## src/rtl/csi2_pkg.sv

```systemverilog
`default_nettype none
// +-----------------------------------------------------------------+
// | csi2_pkg : shared CSI-2 data-type codes and sequencer state enum|
// | Rev 1.0                                                         |
// +-----------------------------------------------------------------+
package csi2_pkg;

   localparam logic [5:0] DT_FS = 6'h00;
   localparam logic [5:0] DT_FE = 6'h01;
   localparam logic [5:0] DT_LS = 6'h02;
   localparam logic [5:0] DT_LE = 6'h03;

   typedef enum logic [1:0] {
      IDLE     = 2'd0,
      WAIT_FS  = 2'd1,
      IN_FRAME = 2'd2,
      DRAIN    = 2'd3
   } state_t;

endpackage
`default_nettype wire

```

## src/rtl/csi2_watchdog.sv

```systemverilog
`default_nettype none
// +-----------------------------------------------------------------+
// | csi2_watchdog : idle-cycle counter, o_expired is a comb. strobe |
// | Rev 1.0                                                         |
// +-----------------------------------------------------------------+
module csi2_watchdog #(
   parameter int                   TIMEOUT_W = 24,
   parameter logic [TIMEOUT_W-1:0] TIMEOUT   = 24'd10_000_000
) (
   input  logic clk_i,
   input  logic rst_i,
   input  logic i_enable,
   input  logic i_clear,
   output logic o_expired
);

   generate
      if (TIMEOUT == '0) begin : g_disabled
         assign o_expired = 1'b0;
      end else begin : g_enabled
         localparam logic [TIMEOUT_W-1:0] c_last = TIMEOUT - 1'b1;

         logic [TIMEOUT_W-1:0] r_cnt;
         logic                 w_hit;

         // Expiry is flagged while the count sits at TIMEOUT-1 so the
         // registered consumer reacts exactly TIMEOUT idle cycles in.
         assign w_hit     = i_enable && !i_clear && (r_cnt == c_last);
         assign o_expired = w_hit;

         always_ff @(posedge clk_i) begin
            if (!rst_i) begin
               r_cnt <= '0;
            end else if (!i_enable || i_clear || w_hit) begin
               r_cnt <= '0;
            end else begin
               r_cnt <= r_cnt + 1'b1;
            end
         end
      end
   endgenerate

endmodule
`default_nettype wire

```

## src/rtl/csi2_stream_ctrl.sv

```systemverilog
`default_nettype none
// +-----------------------------------------------------------------+
// | csi2_stream_ctrl : CSI-2 RX frame/line sequencer with watchdog. |
// | Optional: CSI2_LINE_LEN_CHECK_EN enables word-count consistency.|
// | Rev 1.0                                                         |
// +-----------------------------------------------------------------+
module csi2_stream_ctrl
   import csi2_pkg::*;
#(
   parameter logic [1:0]           VC         = 2'd0,
   parameter int                   LINE_CNT_W = 16,
   parameter int                   TIMEOUT_W  = 24,
   parameter logic [TIMEOUT_W-1:0] TIMEOUT    = 24'd10_000_000
) (
   input  logic                  clk_i,
   input  logic                  rst_i,
   input  logic                  start_i,
   input  logic                  stop_i,
   input  logic                  short_pkt_valid_i,
   input  logic [1:0]            short_pkt_v_channel_i,
   input  logic [5:0]            short_pkt_data_type_i,
   input  logic [15:0]           short_pkt_data_field_i,
   input  logic                  long_pkt_header_valid_i,
   input  logic [1:0]            long_pkt_v_channel_i,
   input  logic [15:0]           long_pkt_word_cnt_i,
   input  logic                  long_pkt_eop_i,
   input  logic                  crc_failed_i,
   input  logic                  header_error_i,
   output logic                  phy_enable_o,
   output logic                  frame_active_o,
   output logic [15:0]           frame_num_o,
   output logic [LINE_CNT_W-1:0] line_cnt_o,
   output logic                  frame_done_o,
   output logic                  frame_err_o,
   output logic                  timeout_o,
   output logic [15:0]           crc_err_cnt_o,
   output logic                  line_len_err_o,
   output logic [1:0]            state_o
);

   state_t                r_state;
   logic                  r_phy_enable;
   logic                  r_frame_active;
   logic [15:0]           r_frame_num;
   logic [LINE_CNT_W-1:0] r_line_cnt;
   logic                  r_frame_done;
   logic                  r_frame_err;
   logic                  r_timeout;
   logic [15:0]           r_crc_err_cnt;
   logic                  r_err_flag;
   logic                  r_line_open;

   logic w_fs, w_fe, w_hdr, w_in_frame, w_err_now, w_len_mismatch;
   logic w_wd_clear, w_wd_hit;

   assign w_fs       = short_pkt_valid_i && (short_pkt_v_channel_i == VC)
                       && (short_pkt_data_type_i == DT_FS);
   assign w_fe       = short_pkt_valid_i && (short_pkt_v_channel_i == VC)
                       && (short_pkt_data_type_i == DT_FE);
   assign w_hdr      = long_pkt_header_valid_i && (long_pkt_v_channel_i == VC);
   assign w_in_frame = (r_state == IN_FRAME) || (r_state == DRAIN);
   assign w_err_now  = r_err_flag || crc_failed_i || header_error_i || w_len_mismatch;

   // Every other state change coincides with a packet strobe, a timeout
   // restart or entry to IDLE, so only stop needs to clear explicitly.
   assign w_wd_clear = short_pkt_valid_i || long_pkt_header_valid_i || long_pkt_eop_i
                       || (stop_i && ((r_state == WAIT_FS) || (r_state == IN_FRAME)));

   csi2_watchdog #(
      .TIMEOUT_W (TIMEOUT_W),
      .TIMEOUT   (TIMEOUT)
   ) u_watchdog (
      .clk_i     (clk_i),
      .rst_i     (rst_i),
      .i_enable  (r_state != IDLE),
      .i_clear   (w_wd_clear),
      .o_expired (w_wd_hit)
   );

`ifdef CSI2_LINE_LEN_CHECK_EN
   logic [15:0] r_first_wc;
   logic        r_first_wc_valid;
   logic        r_line_len_err;

   assign w_len_mismatch = w_in_frame && w_hdr && r_first_wc_valid
                           && (long_pkt_word_cnt_i != r_first_wc);
   assign line_len_err_o = r_line_len_err;

   always_ff @(posedge clk_i) begin
      if (!rst_i) begin
         r_first_wc       <= '0;
         r_first_wc_valid <= 1'b0;
         r_line_len_err   <= 1'b0;
      end else begin
         r_line_len_err <= w_len_mismatch;
         if (w_fs && (w_in_frame || ((r_state == WAIT_FS) && !stop_i))) begin
            r_first_wc_valid <= 1'b0;
         end else if (w_in_frame && w_hdr && !r_first_wc_valid) begin
            r_first_wc       <= long_pkt_word_cnt_i;
            r_first_wc_valid <= 1'b1;
         end
      end
   end
`else
   logic w_unused_word_cnt;

   assign w_unused_word_cnt = ^long_pkt_word_cnt_i;
   assign w_len_mismatch    = 1'b0;
   assign line_len_err_o    = 1'b0;
`endif

   always_ff @(posedge clk_i) begin
      if (!rst_i) begin
         r_state        <= IDLE;
         r_phy_enable   <= 1'b0;
         r_frame_active <= 1'b0;
         r_frame_num    <= '0;
         r_line_cnt     <= '0;
         r_frame_done   <= 1'b0;
         r_frame_err    <= 1'b0;
         r_timeout      <= 1'b0;
         r_crc_err_cnt  <= '0;
         r_err_flag     <= 1'b0;
         r_line_open    <= 1'b0;
      end else begin
         r_frame_done <= 1'b0;
         r_frame_err  <= 1'b0;
         r_timeout    <= w_wd_hit;

         if (crc_failed_i && (r_state != IDLE) && (r_crc_err_cnt != 16'hFFFF)) begin
            r_crc_err_cnt <= r_crc_err_cnt + 1'b1;
         end

         case (r_state)
            IDLE: begin
               // Also gives the one-cycle enable tail after a drained frame.
               r_phy_enable <= start_i && !stop_i;
               if (start_i && !stop_i) begin
                  r_state <= WAIT_FS;
               end
            end

            WAIT_FS: begin
               if (stop_i) begin
                  r_state      <= IDLE;
                  r_phy_enable <= 1'b0;
               end else if (w_fs) begin
                  r_state        <= IN_FRAME;
                  r_frame_active <= 1'b1;
                  r_frame_num    <= short_pkt_data_field_i;
                  r_line_cnt     <= '0;
                  r_err_flag     <= 1'b0;
                  r_line_open    <= 1'b0;
               end
            end

            IN_FRAME, DRAIN: begin
               if (long_pkt_eop_i && r_line_open && (r_line_cnt != '1)) begin
                  r_line_cnt <= r_line_cnt + 1'b1;
               end
               if (w_hdr) begin
                  r_line_open <= 1'b1;
               end else if (long_pkt_eop_i) begin
                  r_line_open <= 1'b0;
               end
               r_err_flag <= w_err_now;

               if (w_wd_hit || w_fe) begin
                  r_frame_done   <= 1'b1;
                  r_frame_err    <= w_wd_hit ? 1'b1 : w_err_now;
                  r_frame_active <= 1'b0;
                  r_state        <= (r_state == DRAIN) ? IDLE : WAIT_FS;
               end else begin
                  // A second FS aborts the open frame and starts a new one.
                  if (w_fs) begin
                     r_frame_done <= 1'b1;
                     r_frame_err  <= 1'b1;
                     r_frame_num  <= short_pkt_data_field_i;
                     r_line_cnt   <= '0;
                     r_err_flag   <= 1'b0;
                     r_line_open  <= 1'b0;
                  end
                  if (stop_i && (r_state == IN_FRAME)) begin
                     r_state <= DRAIN;
                  end
               end
            end

            default: r_state <= IDLE;
         endcase
      end
   end

   assign phy_enable_o   = r_phy_enable;
   assign frame_active_o = r_frame_active;
   assign frame_num_o    = r_frame_num;
   assign line_cnt_o     = r_line_cnt;
   assign frame_done_o   = r_frame_done;
   assign frame_err_o    = r_frame_err;
   assign timeout_o      = r_timeout;
   assign crc_err_cnt_o  = r_crc_err_cnt;
   assign state_o        = r_state;

endmodule
`default_nettype wire

```

## config.mk

```make
export PLATFORM = sky130hd
export DESIGN_NAME = csi2_stream_ctrl
export DESIGN_NICKNAME = d
export VERILOG_FILES = /design/src/rtl/csi2_pkg.sv /design/src/rtl/csi2_watchdog.sv /design/src/rtl/csi2_stream_ctrl.sv
export SDC_FILE = /design/constraint.sdc
export NUM_CORES = 1
export LEC_CHECK = 0
export ABC_AREA = 1
export BUFFER_PORTS_ARGS = -buffer_cell sky130_fd_sc_hd__buf_4
export CORE_MARGIN = 2
export CORE_UTILIZATION = 50
export CTS_BUF_LIST = sky130_fd_sc_hd__clkbuf_16
export DETAILED_ROUTE_END_ITERATION = 8
export HOLD_SLACK_MARGIN = 0.15
export PLACE_DENSITY = 0.75
export SETUP_SLACK_MARGIN = 0.02
export SLEW_MARGIN = 20
export SYNTH_ARGS = -nofsm -noshare
export SYNTH_HDL_FRONTEND = slang
export SYNTH_HIERARCHICAL = 1
export SYNTH_SLANG_ARGS = --single-unit
export TNS_END_PERCENT = 20
```

## constraint.sdc

```tcl
create_clock -name clk_i -period 2.4 [get_ports clk_i]
set_input_delay 0.48 -clock clk_i [delete_from_list [all_inputs] [get_ports clk_i]]
set_output_delay 0.48 -clock clk_i [all_outputs]
set_load 0.05 [all_outputs]
```

=== Word-level counts from Yosys, hierarchy flattened ===
Index checks and enable logic that the tools add are counted.

* Bits in registers: 81
* Word-level logic and storage cells: 108
* Output and inout port bits: 56

* Add/subtract/negate cells: 3
* Bitwise operators: 1
* Reductions and logical operators: 40
* Mux-type cells: 37
* Eq/ne operators: 15

{| class="wikitable"
|+ Operator list
! cell !! number
|-
| two-way mux 16 bit || 8
|-
| case mux 16 bit (2 select lines) || 2
|-
| adder 16 x 1 -> 16 bit (second input constant) || 2
|-
| inequality test 16 bit (second input constant) || 2
|-
| adder 24 x 1 -> 24 bit (second input constant) || 1
|-
| == test 24 bit (second input constant) || 1
|-
| two-way mux 1 bit || 17
|-
| logical AND 1 bit || 13
|-
| inequality test 2 bit (second input constant) || 6
|-
| two-way mux 2 bit || 5
|-
| logical OR 1 bit || 9
|-
| AND reduction 3 bit || 3
|-
| case mux 1 bit (2 select lines) || 4
|-
| == test 6 x 1 -> 1 bit (second input constant) || 1
|-
| zero test 2 bit || 3
|-
| zero test 6 bit || 1
|-
| inequality test 3 bit (second input constant) || 2
|-
| case mux 2 bit (3 select lines) || 1
|-
| nonzero test 2 bit || 3
|-
| == test 2 bit (second input constant) || 2
|-
| AND reduction 2 bit || 2
|-
| AND reduction 4 bit || 1
|-
| OR reduction 2 bit || 2
|-
| zero test 1 bit || 3
|-
| other kinds (2) || 2
|}

=== Longest topological paths before layout ===
* Word-level depth: 10
* Depth in mapped cells: 16
* Mapped depth without buffers: 16

=== Hierarchy ===
The synthesis kept the hierarchy.

{| class="wikitable"
|+ Modules (own cells, without submodules)
! module !! times used !! area each (um2) !! cells an instance
|-
| csi2_stream_ctrl || 1 || 3224.3 || 494
|-
| csi2_watchdog || 1 || 1361.3 || 196
|}

=== Least setup slack after synthesis ===
No wires, ideal clock.

* Path type: register to register
* From: register r_state[0] (netlist: state_o[0])
* To: register r_line_cnt[13] (netlist: line_cnt_o[13])
* Data arrival time: 2.525 ns
* Stages on the path, launching flop included: 15
* Buffers on the path: 0
* Library setup time: 0.070 ns
* Required time: 2.330 ns
* Setup slack: -0.195 ns
* Cell sequence: dfxtp_1 > inv_1 > ha_1 > a2111o_1 > inv_1 > nand2_1 > nor2_1 > inv_1 > nand3_1 > nand2_1 > inv_1 > nand2_1 > clkinv_2 > o21ai_0 > a21oi_1

* Cells in the longest elaborated chain, start to end: 10
* Elaborated cells on any way between the ends: 18

{| class="wikitable"
|+ Ends and longest elaborated chain
! item !! RTL line !! text
|-
| start: declaration || csi2_stream_ctrl.sv:41 || <nowiki>state_t r_state;</nowiki>
|-
| start signal: assignment || csi2_stream_ctrl.sv:172 || <nowiki>r_state <= (r_state == DRAIN) ? IDLE : WAIT_FS;</nowiki>
|-
| == test 2 x 1 -> 1 bit / == test 2 bit (equally long branches) || csi2_stream_ctrl.sv:67 || <nowiki>|| (stop_i && ((r_state == WAIT_FS) || (r_state == IN_FRAME)));</nowiki>
|-
| logical OR 1 bit * || csi2_stream_ctrl.sv:67 ||
|-
| logical AND 1 bit * || csi2_stream_ctrl.sv:67 ||
|-
| logical OR 1 bit * || csi2_stream_ctrl.sv:67 ||
|-
| net w_wd_clear || csi2_stream_ctrl.sv:54 || <nowiki>logic w_wd_clear, w_wd_hit;</nowiki>
|-
| zero test 1 bit * || csi2_watchdog.sv:28 || <nowiki>assign w_hit = i_enable && !i_clear && (r_cnt == c_last);</nowiki>
|-
| logical AND 1 bit * (2 in a row) || csi2_watchdog.sv:28 ||
|-
| net w_wd_hit || csi2_stream_ctrl.sv:54 ||
|-
| logical OR 1 bit * || csi2_stream_ctrl.sv:168 || <nowiki>if (w_wd_hit || w_fe) begin</nowiki>
|-
| two-way mux 16 bit * || csi2_stream_ctrl.sv:168 ||
|-
| case mux 16 bit (2 select lines) * || csi2_stream_ctrl.sv:134 || <nowiki>case (r_state)</nowiki>
|-
| end signal: assignment || csi2_stream_ctrl.sv:159 || <nowiki>r_line_cnt <= r_line_cnt + 1'b1;</nowiki>
|-
| end: declaration || csi2_stream_ctrl.sv:45 || <nowiki>logic [LINE_CNT_W-1:0] r_line_cnt;</nowiki>
|}

Mark *: on every way through the listed nets, which the timed path passes. The rest lies on a longest branch.
A chain may end at the register's enable or synchronous reset.

=== Worst setup path after layout ===
* From: register r_state[0] (netlist: state_o[0])
* To: register r_frame_num[12] (netlist: frame_num_o[12])

* Cells in the longest elaborated chain, start to end: 10
* Elaborated cells on any way between the ends: 17

{| class="wikitable"
|+ Ends and longest elaborated chain
! item !! RTL line !! text
|-
| == test 2 x 1 -> 1 bit / == test 2 bit (equally long branches) || csi2_stream_ctrl.sv:67 ||
|-
| logical OR 1 bit * || csi2_stream_ctrl.sv:67 ||
|-
| logical AND 1 bit * || csi2_stream_ctrl.sv:67 ||
|-
| logical OR 1 bit * || csi2_stream_ctrl.sv:67 ||
|-
| net w_wd_clear || csi2_stream_ctrl.sv:54 ||
|-
| zero test 1 bit * || csi2_watchdog.sv:28 ||
|-
| logical AND 1 bit * (2 in a row) || csi2_watchdog.sv:28 ||
|-
| net w_wd_hit || csi2_stream_ctrl.sv:54 ||
|-
| logical OR 1 bit * || csi2_stream_ctrl.sv:168 ||
|-
| inequality test 2 bit (no source line) * || - ||
|-
| AND reduction 3 bit (no source line) * || - ||
|-
| end signal: assignment || csi2_stream_ctrl.sv:150 || <nowiki>r_frame_num <= short_pkt_data_field_i;</nowiki>
|-
| end signal: assignment || csi2_stream_ctrl.sv:178 || <nowiki>r_frame_num <= short_pkt_data_field_i;</nowiki>
|-
| end: declaration || csi2_stream_ctrl.sv:44 || <nowiki>logic [15:0] r_frame_num;</nowiki>
|}

Marks and branches as above.

==> flow_metrics.tcl <==
set metrics [dict create \
    post_drt_wl_per_cell_um 12.5 \
    fp.dieW_um 99.8 \
    ant_nets 0 \
    clock-skew-final_ns 0.00564 \
    total_gr_overflow 0 \
    worst_setup_hold_path_clk_slew_ns 0.06 \
    design.portCount 107 \
    min_period_ns 2.25 \
    power_density_mw_per_mm2 666 \
    min_path_type "input pin to flip-flop" \
    dr_vias 4511 \
    cts.root.buffer_cell "sky130_fd_sc_hd__clkbuf_16" \
    grt_most_used_layer "met2" \
    dpl.hpwl_mm 8.13 \
    placedCellCount 878 \
    tritoncts "built" \
    stdcell_count 895 \
    routed_via_density 5.04 \
    fin_crit_sh_pct 93.5 \
    post_synth_num_cell_types 44 \
    worstRegToRegCells 13 \
    dp_worst_setup_slack_ns 0.108 \
    synth_nets 749 \
    worst_setup_path_end_kind "flip-flop" \
    post-route-drc-count 0 \
    die_h_um 99.8 \
    hold_viol 0 \
    syn-cell-area_mm2 0.00459 \
    setup_slack_ns 0.155 \
    synthesis.yosys.warnings 6 \
    cts_inserted_buffers 9 \
    std_cell_rows 34 \
    firstDrtPassIters 5 \
    grt.total_usage_pct 22.7 \
    number_of_buffers_inserted_by_post_cts_setup_repair 0 \
    post_cts_resize_count 0 \
    clock_tree.buffer_depth 2 \
    max_cap_violations 0 \
    worst-endpoint-arrival_ns 2.47 \
    rsz_0062_raised_after_global_routing "yes" \
    post-layout-total-power_mw 3.77 \
    wire_length_of_the_first_global_routing_pass_mm 18.6 \
    met1_usage_pct 29.3 \
    drive_gt1_share_pct 21.5 \
    global_route.usage.met3_pct 5.06 \
    p_leak_nw 2.48 \
    grt_antenna_before_repair 0 \
    route.final.wire_length_mm 11.2 \
    globalRouteMet2Util_pct 36.7 \
    synth.yosys.seq_area_share_pct 35.4 \
    crit_path_start_kind "flip-flop" \
    critPathKind "flip-flop to flip-flop" \
    syn2layout_area_growth_pct 23.4 \
    via_count_of_the_first_global_routing_pass 4248 \
    worst_ep_required_time_ns 2.63 \
    synth-edff-count 0 \
    numClockSinks 81 \
    cts_hold_buf 0 \
    slew_violations 0 \
    postSynthRegisterBits 81 \
    maximum_number_of_pins_on_one_net_before_global_route_repair 37 \
    placement.io_buffers 89 \
    diode_count 0 \
    netlist_instances 690 \
    run_status "completed" \
    final-setup-viol-count 0 \
    layout.filler_cells 817 \
    synth_async_sr_flop_share_pct 0 \
    floorplan.initialDensity_pct 52.1 \
    clock_latency_ns 0.33 \
    core-area_mm2 0.00881 \
    avgSynthCellArea_um2 6.65 \
    die-area_mm2 0.00995 \
    whs_path_depth 3 \
    achievable_frequency_mhz 445 \
    htree_num_levels 3 \
    power.ir.vdd_worst_v 0.000395 \
    final_weighted_congestion_of_routability_driven_global_placement 0.875 \
    finalNetCount 841 \
    synthFlopType "sky130_fd_sc_hd__dfxtp_1" \
    critical_path_peak_fanout 16 \
    setup_total_negative_slack_ns 0 \
    drt-initial-drc-count 225 \
]
[layout make-up]
type | instances | area [µm²] | area share [%]
sequential | 81 | 1620 | 28.7
multi-input combinational | 499 | 2520 | 44.5
inverter | 98 | 369 | 6.53
timing repair buffer | 93 | 698 | 12.3
clock buffer | 9 | 225 | 3.98
tap | 108 | 135 | 2.39
clock inverter | 7 | 87.6 | 1.55
[Yosys cell counts (2+ instances only)]
cell type / n / area [µm²]
sky130_fd_sc_hd__inv_2: 4 / 15.0
sky130_fd_sc_hd__dfxtp_1: 81 / 1620
sky130_fd_sc_hd__o21ai_1: 2 / 10.0
sky130_fd_sc_hd__a31oi_1: 2 / 12.5
sky130_fd_sc_hd__buf_1: 2 / 7.51
sky130_fd_sc_hd__xnor2_1: 7 / 61.3
sky130_fd_sc_hd__nand2_1: 181 / 679
sky130_fd_sc_hd__buf_4: 3 / 22.5
sky130_fd_sc_hd__a21oi_2: 3 / 26.3
sky130_fd_sc_hd__nand2_2: 8 / 50.1
sky130_fd_sc_hd__xor2_1: 8 / 70.1
sky130_fd_sc_hd__ha_1: 8 / 100
sky130_fd_sc_hd__nand2_4: 4 / 45.0
sky130_fd_sc_hd__or2_0: 3 / 18.8
sky130_fd_sc_hd__nor2_2: 13 / 81.3
sky130_fd_sc_hd__nor2_4: 9 / 101
sky130_fd_sc_hd__clkbuf_1: 2 / 7.51
sky130_fd_sc_hd__nor2_8: 2 / 40.0
sky130_fd_sc_hd__nor2_1: 125 / 469
sky130_fd_sc_hd__buf_6: 4 / 45.0
sky130_fd_sc_hd__o21ai_0: 13 / 65.1
sky130_fd_sc_hd__nand4_1: 10 / 62.6
sky130_fd_sc_hd__nor3_1: 13 / 65.1
sky130_fd_sc_hd__a21oi_1: 27 / 135
sky130_fd_sc_hd__o21bai_2: 2 / 22.5
sky130_fd_sc_hd__nand3_2: 4 / 40.0
sky130_fd_sc_hd__o21bai_1: 2 / 15.0
sky130_fd_sc_hd__nand3_1: 40 / 200
sky130_fd_sc_hd__inv_1: 93 / 349
[critical path: stages, from the launching register on]
cell                       delay [ns]
sky130_fd_sc_hd__dfxtp_2         0.32
sky130_fd_sc_hd__inv_1           0.07
sky130_fd_sc_hd__ha_1            0.31
sky130_fd_sc_hd__a2111o_1        0.36
sky130_fd_sc_hd__inv_1           0.06
sky130_fd_sc_hd__nand2_1         0.07
sky130_fd_sc_hd__nor2_2          0.14
sky130_fd_sc_hd__inv_2           0.07
sky130_fd_sc_hd__nand2_1         0.08
sky130_fd_sc_hd__nand2_1         0.18
sky130_fd_sc_hd__nand3b_4        0.25
sky130_fd_sc_hd__nand2_1         0.10
sky130_fd_sc_hd__nand2_1         0.08
sky130_fd_sc_hd__nor2_1          0.04
[per-layer routing]
layer / wire, µm / share of wire [%] / vias up
met5: 0 / 0 / -
li1: - / - / 2329
met2: 5140 / 46 / 137
met1: 5160 / 46 / 2030
met4: 232 / 2.1 / 0
met3: 701 / 6.2 / 15
[state kept, by name, indices dropped and copies added, names as in the netlist]
register / count
crc_err_cnt_o: 16
r_line_open: 1
u_watchdog/g_enabled.r_cnt: 24
frame_num_o: 16
line_cnt_o: 16
frame_done_o: 1
frame_err_o: 1
frame_active_o: 1
state_o: 2
phy_enable_o: 1
timeout_o: 1
r_err_flag: 1
[power by group]
part / switching [mW] / leakage [nW] / internal [mW]
Sequential: 0.0306 / 0.654 / 1.39
Clock: 0.548 / 0.154 / 0.902
Combinational: 0.601 / 1.67 / 0.300
[final timing paths]
| path | startpoint | end | slack, ns |
|---|---|---|---|
| hold reg to reg | crc_err_cnt_o[14] | crc_err_cnt_o[14] | 0.46 |
| setup / recovery | state_o[0] | frame_num_o[12] | 0.15 |
| hold / removal | short_pkt_data_field_i[1] | frame_num_o[1] | 0.37 |
| setup reg to reg | state_o[0] | frame_num_o[12] | 0.15 |
[cell families (layout without fill, tap and decap cells)]
kind of cell | Yosys count | after routing | synth area share, %
XOR/XNOR | 15 | 15 | 2.87
AND/OR/NAND/NOR | 415 | 416 | 41.2
adder cells (fa/ha/maj) | 8 | 8 | 2.18
flip-flops | 81 | 81 | 35.4
buffers and inverters | 111 | 207 | 10.4
other | 1 | 1 | 0.0818
AO/OA/AOI/OAI | 59 | 59 | 7.89
[through the flow]
stage               hold WS, ns  area, µm²  util, %
global placement          0.430       5310     60.3
global route              0.382       5660     64.2
detailed placement        0.446       5310     60.3
CTS                       0.362       5630     63.9
floorplan                 0.417       4590        -
finish                    0.370       5660     64.2
[placed cells by master, fill, tap and decap left out, drive strengths merged, types with 2 or more instances in the layout]
master / synthesis / layout
nand2: 193 / 193
nor2: 149 / 149
inv: 97 / 99
buf: 11 / 93
dfxtp: 81 / 81
nand3: 44 / 44
a21oi: 31 / 31
o21ai: 15 / 15
nor3: 14 / 14
nand4: 10 / 10
clkbuf: 2 / 9
xor2: 8 / 8
ha: 8 / 8
xnor2: 7 / 7
o21bai: 4 / 4
or2: 3 / 3
nand3b: 2 / 3
clkinv: 1 / 2
a31oi: 2 / 2
bufinv: 0 / 2
clkinvlp: 0 / 2
Note: power is estimated with default switching activity, not from simulation.
